## config.mk

```make
export PLATFORM = sky130hd
export DESIGN_NAME = ahb_arbiter
export DESIGN_NICKNAME = d
export VERILOG_FILES = /design/src/rtl/ahb_arbiter.sv
export SDC_FILE = /design/constraint.sdc
export NUM_CORES = 1
export LEC_CHECK = 0
export BUFFER_PORTS_ARGS = -buffer_cell sky130_fd_sc_hd__buf_4
export CORE_AREA = 2 2 86 88
export DETAILED_ROUTE_END_ITERATION = 8
export DIE_AREA = 0 0 88 90
export PLACE_DENSITY = 0.6
export RECOVER_POWER = 25
export SYNTH_ARGS = -nofsm -noshare
export SYNTH_HDL_FRONTEND = slang
export SYNTH_SLANG_ARGS = --single-unit
```

## constraint.sdc

```tcl
create_clock -name clk -period 2.25 [get_ports clk]
set_input_delay 0.225 -clock clk [delete_from_list [all_inputs] [get_ports clk]]
set_output_delay 0.225 -clock clk [all_outputs]
set_load 0.005 [all_outputs]
```

## src/rtl/ahb_arbiter.sv

```systemverilog
// ----------------------------------------------------------------------------
// ahb_arbiter
//
// Two-master AHB arbiter with a shared address-phase mux and a data-phase
// write-data mux.
//   Master 0 : data-memory wrapper (DM)
//   Master 1 : instruction-memory fetch wrapper (IM)
//
// Ports
//   clk, rst                     clock (rising edge), async active-high reset
//   M0_* / M1_*                  per-master request, lock and address phase
//                                (HAddress/HTrans/HSize/HWrite) plus write data
//   M0_HGrant, M1_HGrant         grant, one-hot or zero, decoded from state
//   HReady, HResp                slave handshake; HResp 2'b01 is ERROR
//   HAddress, HTrans, HSize,
//   HWrite, HLock                shared address phase of the granted master
//                                (IDLE values when no master owns the bus)
//   HWrite_data                  write data of the data-phase owner
//   HMaster                      address-phase owner
//   HMaster_data                 data-phase owner (HMaster delayed one
//                                HReady=1 edge)
// ----------------------------------------------------------------------------
module ahb_arbiter #(
   parameter int AHB_TRANS_BITS = 2,
   parameter int AHB_SIZE_BITS  = 3,
   parameter int MAX_HOLD       = 8
) (
   input  logic                      clk,
   input  logic                      rst,

   input  logic                      M0_HReq,
   input  logic                      M0_HLock,
   input  logic [31:0]               M0_HAddress,
   input  logic [AHB_TRANS_BITS-1:0] M0_HTrans,
   input  logic [AHB_SIZE_BITS-1:0]  M0_HSize,
   input  logic                      M0_HWrite,
   input  logic [31:0]               M0_HWrite_data,
   output logic                      M0_HGrant,

   input  logic                      M1_HReq,
   input  logic                      M1_HLock,
   input  logic [31:0]               M1_HAddress,
   input  logic [AHB_TRANS_BITS-1:0] M1_HTrans,
   input  logic [AHB_SIZE_BITS-1:0]  M1_HSize,
   input  logic                      M1_HWrite,
   input  logic [31:0]               M1_HWrite_data,
   output logic                      M1_HGrant,

   input  logic                      HReady,
   input  logic [1:0]                HResp,

   output logic [31:0]               HAddress,
   output logic [AHB_TRANS_BITS-1:0] HTrans,
   output logic [AHB_SIZE_BITS-1:0]  HSize,
   output logic                      HWrite,
   output logic                      HLock,
   output logic [31:0]               HWrite_data,
   output logic                      HMaster,
   output logic                      HMaster_data
);

   localparam int CNT_W = (MAX_HOLD > 2) ? $clog2(MAX_HOLD) : 1;
   localparam logic [CNT_W-1:0] HOLD_LAST = CNT_W'(MAX_HOLD - 1);
   localparam logic [1:0] RESP_ERROR = 2'b01;

   typedef enum logic [1:0] {
      PARK = 2'd0,
      OWN0 = 2'd1,
      OWN1 = 2'd2
   } state_t;

   // One master's address phase, bundled so the mux is a single select.
   typedef struct packed {
      logic [31:0]               addr;
      logic [AHB_TRANS_BITS-1:0] trans;
      logic [AHB_SIZE_BITS-1:0]  size;
      logic                      write;
      logic                      lock;
   } addr_phase_t;

   // Value driven while parked: IDLE transfer, word size, no lock.
   localparam addr_phase_t AP_IDLE = '{
      addr  : 32'h0,
      trans : '0,
      size  : AHB_SIZE_BITS'(2),
      write : 1'b0,
      lock  : 1'b0
   };

   state_t           state, state_nxt;
   logic [CNT_W-1:0] hold_cnt;
   logic             err_flag;
   logic             owner_locked;
   addr_phase_t      m0_ap, m1_ap, bus_ap;

   assign m0_ap = '{M0_HAddress, M0_HTrans, M0_HSize, M0_HWrite, M0_HLock};
   assign m1_ap = '{M1_HAddress, M1_HTrans, M1_HSize, M1_HWrite, M1_HLock};

   // -------------------------------------------------------------------------
   // FSM: state register
   // -------------------------------------------------------------------------
   always_ff @(posedge clk or posedge rst) begin
      if (rst) state <= PARK;
      else     state <= state_nxt;
   end

   // Current owner still asking for a locked sequence. PARK has no owner,
   // so a lock can never survive a parked cycle.
   always_comb begin
      owner_locked = 1'b0;
      case (state)
         OWN0:    owner_locked = M0_HReq & M0_HLock;
         OWN1:    owner_locked = M1_HReq & M1_HLock;
         default: owner_locked = 1'b0;
      endcase
   end

   // -------------------------------------------------------------------------
   // FSM: next state. Arbitration only happens on HReady=1 edges; otherwise
   // the current owner is kept so an extended transfer is not disturbed.
   // -------------------------------------------------------------------------
   always_comb begin
      state_nxt = state;
      if (HReady) begin
         if (owner_locked && !err_flag)
            state_nxt = state;
         // Starvation guard: M0 has kept the bus for MAX_HOLD edges while
         // M1 was waiting and M0 is not locking.
         else if (state == OWN0 && M1_HReq && !M0_HLock && hold_cnt == HOLD_LAST)
            state_nxt = OWN1;
         else if (M0_HReq)
            state_nxt = OWN0;
         else if (M1_HReq)
            state_nxt = OWN1;
         else
            state_nxt = PARK;
      end
   end

   // -------------------------------------------------------------------------
   // FSM: outputs. Grants and mux select come straight from the state
   // register, so they follow the arbitration edge by one cycle and drop
   // immediately on reset.
   // -------------------------------------------------------------------------
   always_comb begin
      M0_HGrant = 1'b0;
      M1_HGrant = 1'b0;
      bus_ap    = AP_IDLE;
      case (state)
         OWN0: begin
            M0_HGrant = 1'b1;
            bus_ap    = m0_ap;
         end
         OWN1: begin
            M1_HGrant = 1'b1;
            bus_ap    = m1_ap;
         end
         // Masters drive NONSEQ even without a grant, so the parked bus must
         // be forced to IDLE rather than left on either master.
         default: bus_ap = AP_IDLE;
      endcase
   end

   assign HAddress = bus_ap.addr;
   assign HTrans   = bus_ap.trans;
   assign HSize    = bus_ap.size;
   assign HWrite   = bus_ap.write;
   assign HLock    = bus_ap.lock;

   // -------------------------------------------------------------------------
   // Consecutive M0 keeps while M1 waits. Only meaningful in OWN0; any
   // ownership change or M1 withdrawing restarts the count.
   // -------------------------------------------------------------------------
   always_ff @(posedge clk or posedge rst) begin
      if (rst) begin
         hold_cnt <= '0;
      end else if (HReady) begin
         if (state_nxt != state || !M1_HReq || state != OWN0)
            hold_cnt <= '0;
         else if (hold_cnt != HOLD_LAST)
            hold_cnt <= hold_cnt + 1'b1;
      end
   end

   // An ERROR response breaks a lock at the following arbitration only.
   always_ff @(posedge clk or posedge rst) begin
      if (rst)         err_flag <= 1'b0;
      else if (HReady) err_flag <= (HResp == RESP_ERROR);
   end

   // -------------------------------------------------------------------------
   // Address/data-phase owners. HMaster keeps its last value while parked;
   // HMaster_data trails it by one completed transfer.
   // -------------------------------------------------------------------------
   always_ff @(posedge clk or posedge rst) begin
      if (rst) begin
         HMaster      <= 1'b0;
         HMaster_data <= 1'b0;
      end else if (HReady) begin
         HMaster_data <= HMaster;
         case (state_nxt)
            OWN0:    HMaster <= 1'b0;
            OWN1:    HMaster <= 1'b1;
            default: HMaster <= HMaster;
         endcase
      end
   end

   // Write data belongs to the data phase, hence HMaster_data as select.
   always_comb begin
      if (rst)               HWrite_data = 32'h0;
      else if (HMaster_data) HWrite_data = M1_HWrite_data;
      else                   HWrite_data = M0_HWrite_data;
   end

endmodule

```

==> reports/qor.txt, run 1 <==
layout cells sized above 1 -> 0.544
maximum clock rate -> 478 MHz
unrepaired setup endpoints after global routing -> no
worst skew pair latency -> 220 ps
Slew Viols, Final -> 0
net count after synthesis -> 375
Area Overhead vs Synth -> 118%
First DRT Iteration DRCs -> 37
Starting Density -> 0.218
H-tree Lvls -> 1
Vias/cell -> 4.52
I/O pin count -> 224
CTS sink count -> 8
die height -> 90 um
hold slack -> 175 ps
ANT cells -> 0
Slew HR -> 0.104
HPWL after detailed placement -> 6.30 mm
CP startpoint kind -> flip-flop
Least-Margin Pin Slew -> 1340 ps
Lkg Pwr -> 1.70 nW
Final nets -> 588
Yosys reg bits -> 8
clock tree buffer depth -> 2
Worst EP required -> 2360 ps
GP Congestion -> 0.869
PortBufs -> 223
most frequent cells in the layout -> buf_4, nor2_1, a22oi_1
critical path arrival -> 2200 ps
core footprint -> 0.00702 sq mm
antenna-violating nets left -> 0
layout filler cell count -> 714
TritonRoute pass-1 iters -> 4
routed via count -> 2402
TritonCTS Buffers -> 3
dpl ws -> 157 ps
period utilization -> 0.929
final cell count without fillers -> 531
Horiz. Die Dim -> 88 um
setup TNS -> 0 ps
# Max-Cap Violations -> 0
drt drc -> 0
hold-fix buffers at CTS -> 0
CP Capture Type -> flip-flop
Yosys Warn Count -> 0
first-pass GRT wire length -> 11.2 mm
# setup viols final -> 0
global route overflow -> 0
Final WS setup -> 160 ps
Netlist Area Pre-Place -> 0.00153 sq mm
pwr dens -> 379 mW/mm^2
Reg clk slew, reported paths -> 40 ps
Max FO, Critical Path -> 4
post-layout min period -> 2090 ps
status -> finished clean
antenna violations before repair -> 0
wire length per cell -> 14.4 um
maximum vdd drop -> 0.231 mV
die area -> 0.00792 sq mm
CP Class -> reg2reg
dpl cells -> 527
CTS tree -> done
vias in the first global route -> 2373
Mapped Cells -> 220
Worst Hold Class -> in2reg
final hold violations -> 0
num rows -> 31
largest net degree at the start of global routing -> 41
number of distinct library cells after synthesis -> 32
register area share after synthesis -> 0.131
total track usage -> 0.173
leading cell type in the layout, fill and taps excluded -> buf_4
syn_area_per_cell -> 6.96 sq um
root buffer cell -> clkbuf_8
Post-Route WL -> 7.66 mm
Fin Clk Skew -> 1.16 ps
==> power by group <==
part           total (W)  switching, W  internal, W  leakage, nW
sequential      0.000195     0.0000354     0.000160        0.104
clock           0.000177     0.0000548     0.000123       0.0228
combinational   0.000892      0.000378     0.000514         1.57
==> critical path, stage by stage (launching register included) <==
cell	delay [ps]
dfrtp_1	390
inv_2	70
ha_1	190
nand3_1	130
a211oi_4	70
or2b_4	260
o31ai_1	300
ha_1	300
o21ai_0	170
nand2_1	80
==> state kept, by name, summed over array words and instances (netlist names) <==
signal        cells
HMaster           1
state             2
hold_cnt          3
err_flag          1
HMaster_data      1
==> kinds of logic (layout without fill, tap and decap cells) <==
logic type / Yosys count / in the layout / share of synthesized area
flops: 8 / 8 / 0.131
fa+ha+maj: 6 / 6 / 0.0490
compound gates: 54 / 54 / 0.276
mux: 35 / 35 / 0.230
simple gates: 87 / 87 / 0.235
buf+inv: 30 / 242 / 0.0784
==> per-stage QoR <==
step	total power, W	utilization	area (sq um)
2_1_floorplan	0.000593	-	1530
3_3_place_gp	0.00110	0.470	3300
3_5_place_dp	0.00110	0.470	3300
4_1_cts	0.00129	0.477	3350
5_1_grt	0.00137	0.475	3330
6_report	0.00126	0.475	3330
==> metal layers <==
metal,global-route usage,share of wire,vias to the layer above
li1,-,-,1213
met1,0.176,0.35,1050
met2,0.336,0.51,137
met3,0.0716,0.13,2
met4,0.0115,0.0025,0
met5,0,0,-
==> final cells by class <==
class	instances	area, sq um	share of cell area
multi-input combinational	182	1210	0.363
clock buffer	4	45.0	0.0135
timing repair buffer	229	1720	0.515
inverter	9	33.8	0.0101
sequential	8	201	0.0605
tap	99	124	0.0372
==> timing repair <==
action,CTS,global route
setup buffers,0,0
resized for setup,0,1
setup endpoints to repair,0,1
==> Yosys cell counts, drive strengths merged <==
cell | number | share of area
o221ai | 1 | 0.0057
nand3b | 1 | 0.0049
a31oi | 1 | 0.0041
o211ai | 3 | 0.015
clkbuf | 12 | 0.029
o21ai | 3 | 0.0098
o2bb2ai | 1 | 0.0057
mux2i | 33 | 0.22
a211oi | 2 | 0.021
a22oi | 38 | 0.19
o41ai | 1 | 0.011
a21oi | 2 | 0.0065
nand2 | 5 | 0.012
or2b | 1 | 0.0074
and2 | 1 | 0.0041
nor4 | 1 | 0.0041
nand4b | 1 | 0.0057
buf | 9 | 0.027
mux2 | 2 | 0.015
nand3 | 2 | 0.0065
and4 | 1 | 0.0057
dfrtp | 8 | 0.13
nor2b | 1 | 0.0041
a221o | 1 | 0.0065
nor3 | 2 | 0.0065
nor2 | 71 | 0.17
ha | 6 | 0.049
inv | 9 | 0.022
o31ai | 1 | 0.0049
==> worst paths after layout <==
check / start / to / slack, ps / cells past startpoint
worst max-delay path: state[1]$_DFF_PP0_ / HMaster$_DFFE_PP0P_ / 160 / 9
worst min-delay path: HResp[1] / err_flag$_DFFE_PP0P_ / 170 / 2
worst max register to register: state[1]$_DFF_PP0_ / HMaster$_DFFE_PP0P_ / 160 / 9
worst min register to register: HMaster$_DFFE_PP0P_ / HMaster_data$_DFFE_PP0P_ / 540 / 1
max in group asynchronous: rst / HMaster_data$_DFFE_PP0P_ / 1330 / 2
min in group asynchronous: rst / hold_cnt[2]$_DFFE_PP0P_ / 630 / 2
Note: power is estimated with default switching activity, not from simulation.
==> inputs of run 2 (changes only) <==
==> constraint.sdc (replaced) <==
create_clock -name clk -period 2.1 [get_ports clk]
set_input_delay 0.21 -clock clk [delete_from_list [all_inputs] [get_ports clk]]
set_output_delay 0.21 -clock clk [all_outputs]
set_load 0.005 [all_outputs]
==> run 2 against run 1 <==
Hold slack worse by 6.0 ps; final cell count up 0.19%; via count up 2.2%; total power up 9.0%; clock skew about the same; sequential share of layout area down 0.072 points; flip-flop and latch count unchanged; final area up 1.2%; critical path type unchanged; critical endpoint unchanged.
==> reports/qor.txt, run 2 (same netlist as run 1, synthesis figures left out) <==
core footprint -> 0.00702 sq mm (unchanged)
final hold violations -> 0 (unchanged)
Area Overhead vs Synth -> 120% (was 118%)
Horiz. Die Dim -> 88 um (unchanged)
CTS sink count -> 8 (unchanged)
Max FO, Critical Path -> 3 (was 4)
PortBufs -> 223 (unchanged)
largest registers -> hold_cnt: 3 flops, state: 2 flops (unchanged)
Reg clk slew, reported paths -> 40 ps (about the same)
Fin Clk Skew -> 0.673 ps (was 1.16 ps)
power consumption -> 0.00138 W (was 0.00126 W)
Post-Route WL -> 7.66 mm (about the same)
vias in the first global route -> 2312 (was 2373)
pwr dens -> 409 mW/mm^2 (was 379 mW/mm^2)
Starting Density -> 0.218 (unchanged)
CP Class -> reg2reg (unchanged)
antenna-violating nets left -> 0 (unchanged)
most frequent cells in the layout -> buf_4, nor2_1, a22oi_1 (unchanged)
Least-Margin Pin Slew -> 1360 ps (was 1340 ps)
worst skew pair latency -> 230 ps (was 220 ps)
Slew HR -> 0.0900 (was 0.104)
hold-fix buffers at CTS -> 0 (unchanged)
H-tree Lvls -> 1 (unchanged)
antenna violations before repair -> 0 (unchanged)
die height -> 90 um (unchanged)
num rows -> 31 (unchanged)
# setup viols final -> 0 (unchanged)
unrepaired setup endpoints after global routing -> no (unchanged)
first-pass GRT wire length -> 11.1 mm (was 11.2 mm)
Worst EP required -> 2220 ps (was 2360 ps)
CP startpoint kind -> flip-flop (unchanged)
die area -> 0.00792 sq mm (unchanged)
total track usage -> 0.173 (about the same)
Slew Viols, Final -> 0 (unchanged)
leading cell type in the layout, fill and taps excluded -> buf_4 (unchanged)
clock tree buffer depth -> 2 (unchanged)
critical path arrival -> 2070 ps (was 2200 ps)
FF-to-FF setup slack -> 150 ps (was 160 ps)
period utilization -> 0.928 (was 0.929)
GP Congestion -> 0.847 (was 0.869)
status -> finished clean (unchanged)
Vias/cell -> 4.61 (was 4.52)
ANT cells -> 0 (unchanged)
wire length per cell -> 14.4 um (about the same)
TritonCTS Buffers -> 3 (unchanged)
HPWL after detailed placement -> 6.30 mm (about the same)
Worst Hold Class -> in2reg (unchanged)
dpl cells -> 527 (unchanged)
TritonRoute pass-1 iters -> 4 (unchanged)
First DRT Iteration DRCs -> 42 (was 37)
I/O pin count -> 224 (unchanged)
layout cells sized above 1 -> 0.561 (was 0.544)
post-layout min period -> 1950 ps (was 2090 ps)
drt drc -> 0 (unchanged)
CP Capture Type -> flip-flop (unchanged)
final cell count without fillers -> 532 (was 531)
maximum vdd drop -> 0.194 mV (was 0.231 mV)
Final nets -> 589 (was 588)
max reg flops -> 3 (unchanged)
# Max-Cap Violations -> 0 (unchanged)
Lkg Pwr -> 1.71 nW (was 1.70 nW)
root buffer cell -> clkbuf_8 (unchanged)
global route overflow -> 0 (unchanged)
CTS tree -> done (unchanged)
largest net degree at the start of global routing -> 41 (unchanged)
maximum clock rate -> 513 MHz (was 478 MHz)
routed via count -> 2455 (was 2402)
Most flops, register -> hold_cnt (unchanged)
[run 2: cell types whose count changed in the layout (fill, tap and decap cells not counted), sizes merged]
cell  previous run  this run
buf            218       219
[run 2: worst paths after layout]
kind | endpoint | start | cells past startpoint
max in group asynchronous | HMaster_data$_DFFE_PP0P_ | rst | 2
min | err_flag$_DFFE_PP0P_ | HResp[1] | 2
min in group asynchronous | state[1]$_DFF_PP0_ | rst | 2
max | HMaster$_DFFE_PP0P_ | state[1]$_DFF_PP0_ | 7
max reg2reg | HMaster$_DFFE_PP0P_ | state[1]$_DFF_PP0_ | 7
min reg2reg | HMaster$_DFFE_PP0P_ | HMaster$_DFFE_PP0P_ | 2
[run 2: final cells by class]
cell class                      count  area (sq um)
Fill cell                         699          3650
Timing Repair Buffer              230          1740
Sequential cell                     8           201
Inverter                            9          33.8
Clock buffer                        4          45.0
Multi-Input combinational cell    182          1230
Tap cell                           99           124
[run 2: critical path: stages, from the launching register on]
cell	delay, ps
dfrtp_1	410
ha_2	380
a211oi_4	50
or2b_4	270
o31ai_2	260
ha_1	290
o21ai_1	120
nand2_1	60
[run 2: where the power goes]
group          total, W  switching, W  internal, W
logic          0.000993      0.000432     0.000561
registers      0.000186     0.0000144     0.000171
clock network  0.000199     0.0000673     0.000132
[run 2: stage by stage]
step	TNS, ps	setup slack, ps	util	area, sq um	hold slack, ps
floorplan	0	40.8	-	1530	303
global placement	0	82.9	0.470	3300	360
detailed placement	-3.41	-3.41	0.470	3300	368
CTS	0	3.16	0.477	3350	118
global route	0	16.8	0.480	3370	164
finish	0	151	0.480	3370	169
[run 2: per-layer routing]
| metal | global-route usage | wire [um] | vias to the layer above | share of wire |
|---|---|---|---|---|
| met5 | 0 | 0 | - | 0 |
| met4 | 0.0218 | 56 | 0 | 0.0073 |
| li1 | - | - | 1210 | - |
| met1 | 0.186 | 2630 | 1093 | 0.34 |
| met2 | 0.325 | 3970 | 146 | 0.52 |
| met3 | 0.0624 | 1000 | 6 | 0.13 |
[run 2: what timing repair did]
action                     CTS  global route
gates resized for setup      1             7
setup endpoints to repair    1             6
hold endpoints to repair     0             0
setup buffers                0             1
pin swaps                    0             1
==> inputs of run 3 (changes only) <==
--- a/config.mk
+++ b/config.mk
@@ -9,7 +9,7 @@
 export CORE_AREA = 2 2 86 88
 export DETAILED_ROUTE_END_ITERATION = 8
 export DIE_AREA = 0 0 88 90
-export PLACE_DENSITY = 0.6
+export PLACE_DENSITY_LB_ADDON = 0.08
 export RECOVER_POWER = 25
 export SYNTH_ARGS = -nofsm -noshare
 export SYNTH_HDL_FRONTEND = slang
==> run 3 against run 2 <==
Clock power fell by 2%; die area did not move; total power rose by 0.23%; wire length rose by 4.9%; final area rose by 0.56%.
==> reports/qor.txt, run 3 (same netlist as run 1, synthesis figures left out) <==
Pint -> 0.000868 W (was 0.000865 W)
period utilization -> 0.946 (was 0.928)
CP Class -> reg2reg (unchanged)
Max FO, Critical Path -> 5 (was 3)
antenna-violating nets left -> 0 (unchanged)
first-pass GRT wire length -> 11.7 mm (was 11.1 mm)
largest net degree at the start of global routing -> 41 (unchanged)
# Max-Cap Violations -> 0 (unchanged)
slowest stage cell, crit path -> dfrtp_1 (unchanged)
drt drc -> 0 (unchanged)
First DRT Iteration DRCs -> 80 (was 42)
Slew HR -> 0.0420 (was 0.0900)
Post-Route WL -> 8.04 mm (was 7.66 mm)
final hold violations -> 0 (unchanged)
total track usage -> 0.180 (was 0.173)
dpl cells -> 530 (was 527)
antenna violations before repair -> 0 (unchanged)
Most flops, register -> hold_cnt (unchanged)
P_sw -> 0.000513 W (about the same)
Reg clk slew, reported paths -> 40 ps (about the same)
CP max stage delay -> 420 ps (was 410 ps)
critical path arrival -> 2100 ps (was 2070 ps)
ANT cells -> 0 (unchanged)
max reg flops -> 3 (unchanged)
die area -> 0.00792 sq mm (unchanged)
Comb power frac -> 0.707 (was 0.721)
Reg power frac -> 0.152 (was 0.135)
CTS tree -> done (unchanged)
CTS sink count -> 8 (unchanged)
maximum clock rate -> 503 MHz (was 513 MHz)
layout cells sized above 1 -> 0.560 (was 0.561)
core footprint -> 0.00702 sq mm (unchanged)
switch share -> 0.371 (was 0.372)
Area Overhead vs Synth -> 121% (was 120%)
vias in the first global route -> 2301 (was 2312)
Horiz. Die Dim -> 88 um (unchanged)
status -> finished clean (unchanged)
post-layout min period -> 1990 ps (was 1950 ps)
Starting Density -> 0.218 (unchanged)
worst skew pair latency -> 230 ps (about the same)
routed via count -> 2463 (was 2455)
cell chain of the critical path -> inv_1, ha_4, nand3_2, a211oi_4, or2b_4, mux2i_1, ha_1, o21ai_0, nand2_1 (was ha_2, a211oi_4, or2b_4, o31ai_2, ha_1, o21ai_1, nand2_1)
num rows -> 31 (unchanged)
pwr dens -> 407 mW/mm^2 (was 409 mW/mm^2)
H-tree Lvls -> 1 (unchanged)
portion of total power attributed to the clock network -> 0.141 (was 0.145)
TritonCTS Buffers -> 3 (unchanged)
I/O pin count -> 224 (unchanged)
GP Congestion -> 0.807 (was 0.847)
TritonRoute pass-1 iters -> 5 (was 4)
Core Util, Final -> 0.483 (was 0.480)
root buffer cell -> clkbuf_8 (unchanged)
hold slack -> 156 ps (was 169 ps)
HPWL after detailed placement -> 6.51 mm (was 6.30 mm)
maximum vdd drop -> 0.368 mV (was 0.194 mV)
most frequent cells in the layout -> buf_4, nor2_1, a22oi_1 (unchanged)
leading cell type in the layout, fill and taps excluded -> buf_4 (unchanged)
power consumption -> 0.00138 W (about the same)
wire length per cell -> 15.0 um (was 14.4 um)
hold-fix buffers at CTS -> 0 (unchanged)
Worst EP required -> 2210 ps (was 2220 ps)
Least-Margin Pin Slew -> 1440 ps (was 1360 ps)
Worst Hold Class -> in2reg (unchanged)
Final nets -> 592 (was 589)
CP Capture Type -> flip-flop (unchanged)
global route overflow -> 0 (unchanged)
final cell count without fillers -> 535 (was 532)
# setup viols final -> 0 (unchanged)
Slew Viols, Final -> 0 (unchanged)
Fin Clk Skew -> 6.09 ps (was 0.673 ps)
largest registers -> hold_cnt: 3 flops, state: 2 flops (unchanged)
PortBufs -> 223 (unchanged)
Vias/cell -> 4.60 (was 4.61)
CP startpoint kind -> flip-flop (unchanged)
clock tree buffer depth -> 2 (unchanged)
Lkg Pwr -> 1.72 nW (was 1.71 nW)
die height -> 90 um (unchanged)
==> run 3: repair_timing <==
action | CTS | global route
gates resized for setup | 1 | 4
buffers inserted | 0 | 1
pin swaps | 0 | 1
setup endpoints to repair | 1 | 3
==> run 3: cell type report <==
cell class              count  area, sq um
inverters                   9         33.8
well taps                  99          124
fillers                   732         3630
flip-flops and latches      8          201
repair buffers            233         1750
clock buffers               4         45.0
multi-input cells         182         1240
==> run 3: metal layers <==
layer / track usage / vias up / share of wire
met1: 0.208 / 1132 / 0.38
li1: - / 1220 / -
met4: 0.0218 / 0 / 0.0055
met3: 0.0312 / 6 / 0.081
met2: 0.343 / 105 / 0.54
met5: 0 / - / 0
==> run 3: power groups by stage <==
stage | Clock [W] | Sequential [W] | Combinational (W)
4_1_cts | 0.000205 | 0.000209 | 0.000981
3_3_place_gp | 0 | 0.000211 | 0.000969
6_report | 0.000195 | 0.000210 | 0.000976
5_1_grt | 0.000213 | 0.000213 | 0.00107
2_1_floorplan | 0 | 0.000185 | 0.000450
3_5_place_dp | 0 | 0.000211 | 0.000977
==> run 3: worst paths after layout <==
| check | endpoint | depth (start not counted) | from | slack [ps] |
|---|---|---|---|---|
| max in group asynchronous | HMaster_data$_DFFE_PP0P_ | 2 | rst | 1150 |
| min | err_flag$_DFFE_PP0P_ | 2 | HResp[1] | 160 |
| min reg2reg | HMaster_data$_DFFE_PP0P_ | 1 | HMaster$_DFFE_PP0P_ | 540 |
| max | HMaster$_DFFE_PP0P_ | 9 | state[0]$_DFF_PP0_ | 110 |
| min in group asynchronous | hold_cnt[0]$_DFFE_PP0P_ | 2 | rst | 660 |
| max reg2reg | HMaster$_DFFE_PP0P_ | 9 | state[0]$_DFF_PP0_ | 110 |
==> run 3: worst max-delay path, delay by kind of cell, from the launching register on <==
family / cells / cell delay (ps)
DFF: 1 / 420
adders and majority gates: 2 / 400
AOI/OAI and AO/OA: 2 / 400
and+or+nand+nor: 3 / 330
muxes: 1 / 200
buffers and inverters: 1 / 120
==> run 3: per-stage QoR <==
stage	setup WS [ps]	instance area [sq um]	setup TNS, ps
CTS	42.4	3370	0
global route	-12.1	3390	-28.0
floorplan	40.8	1530	0
detailed placement	-13.5	3320	-13.5
global placement	58.4	3320	0
finish	113	3390	0
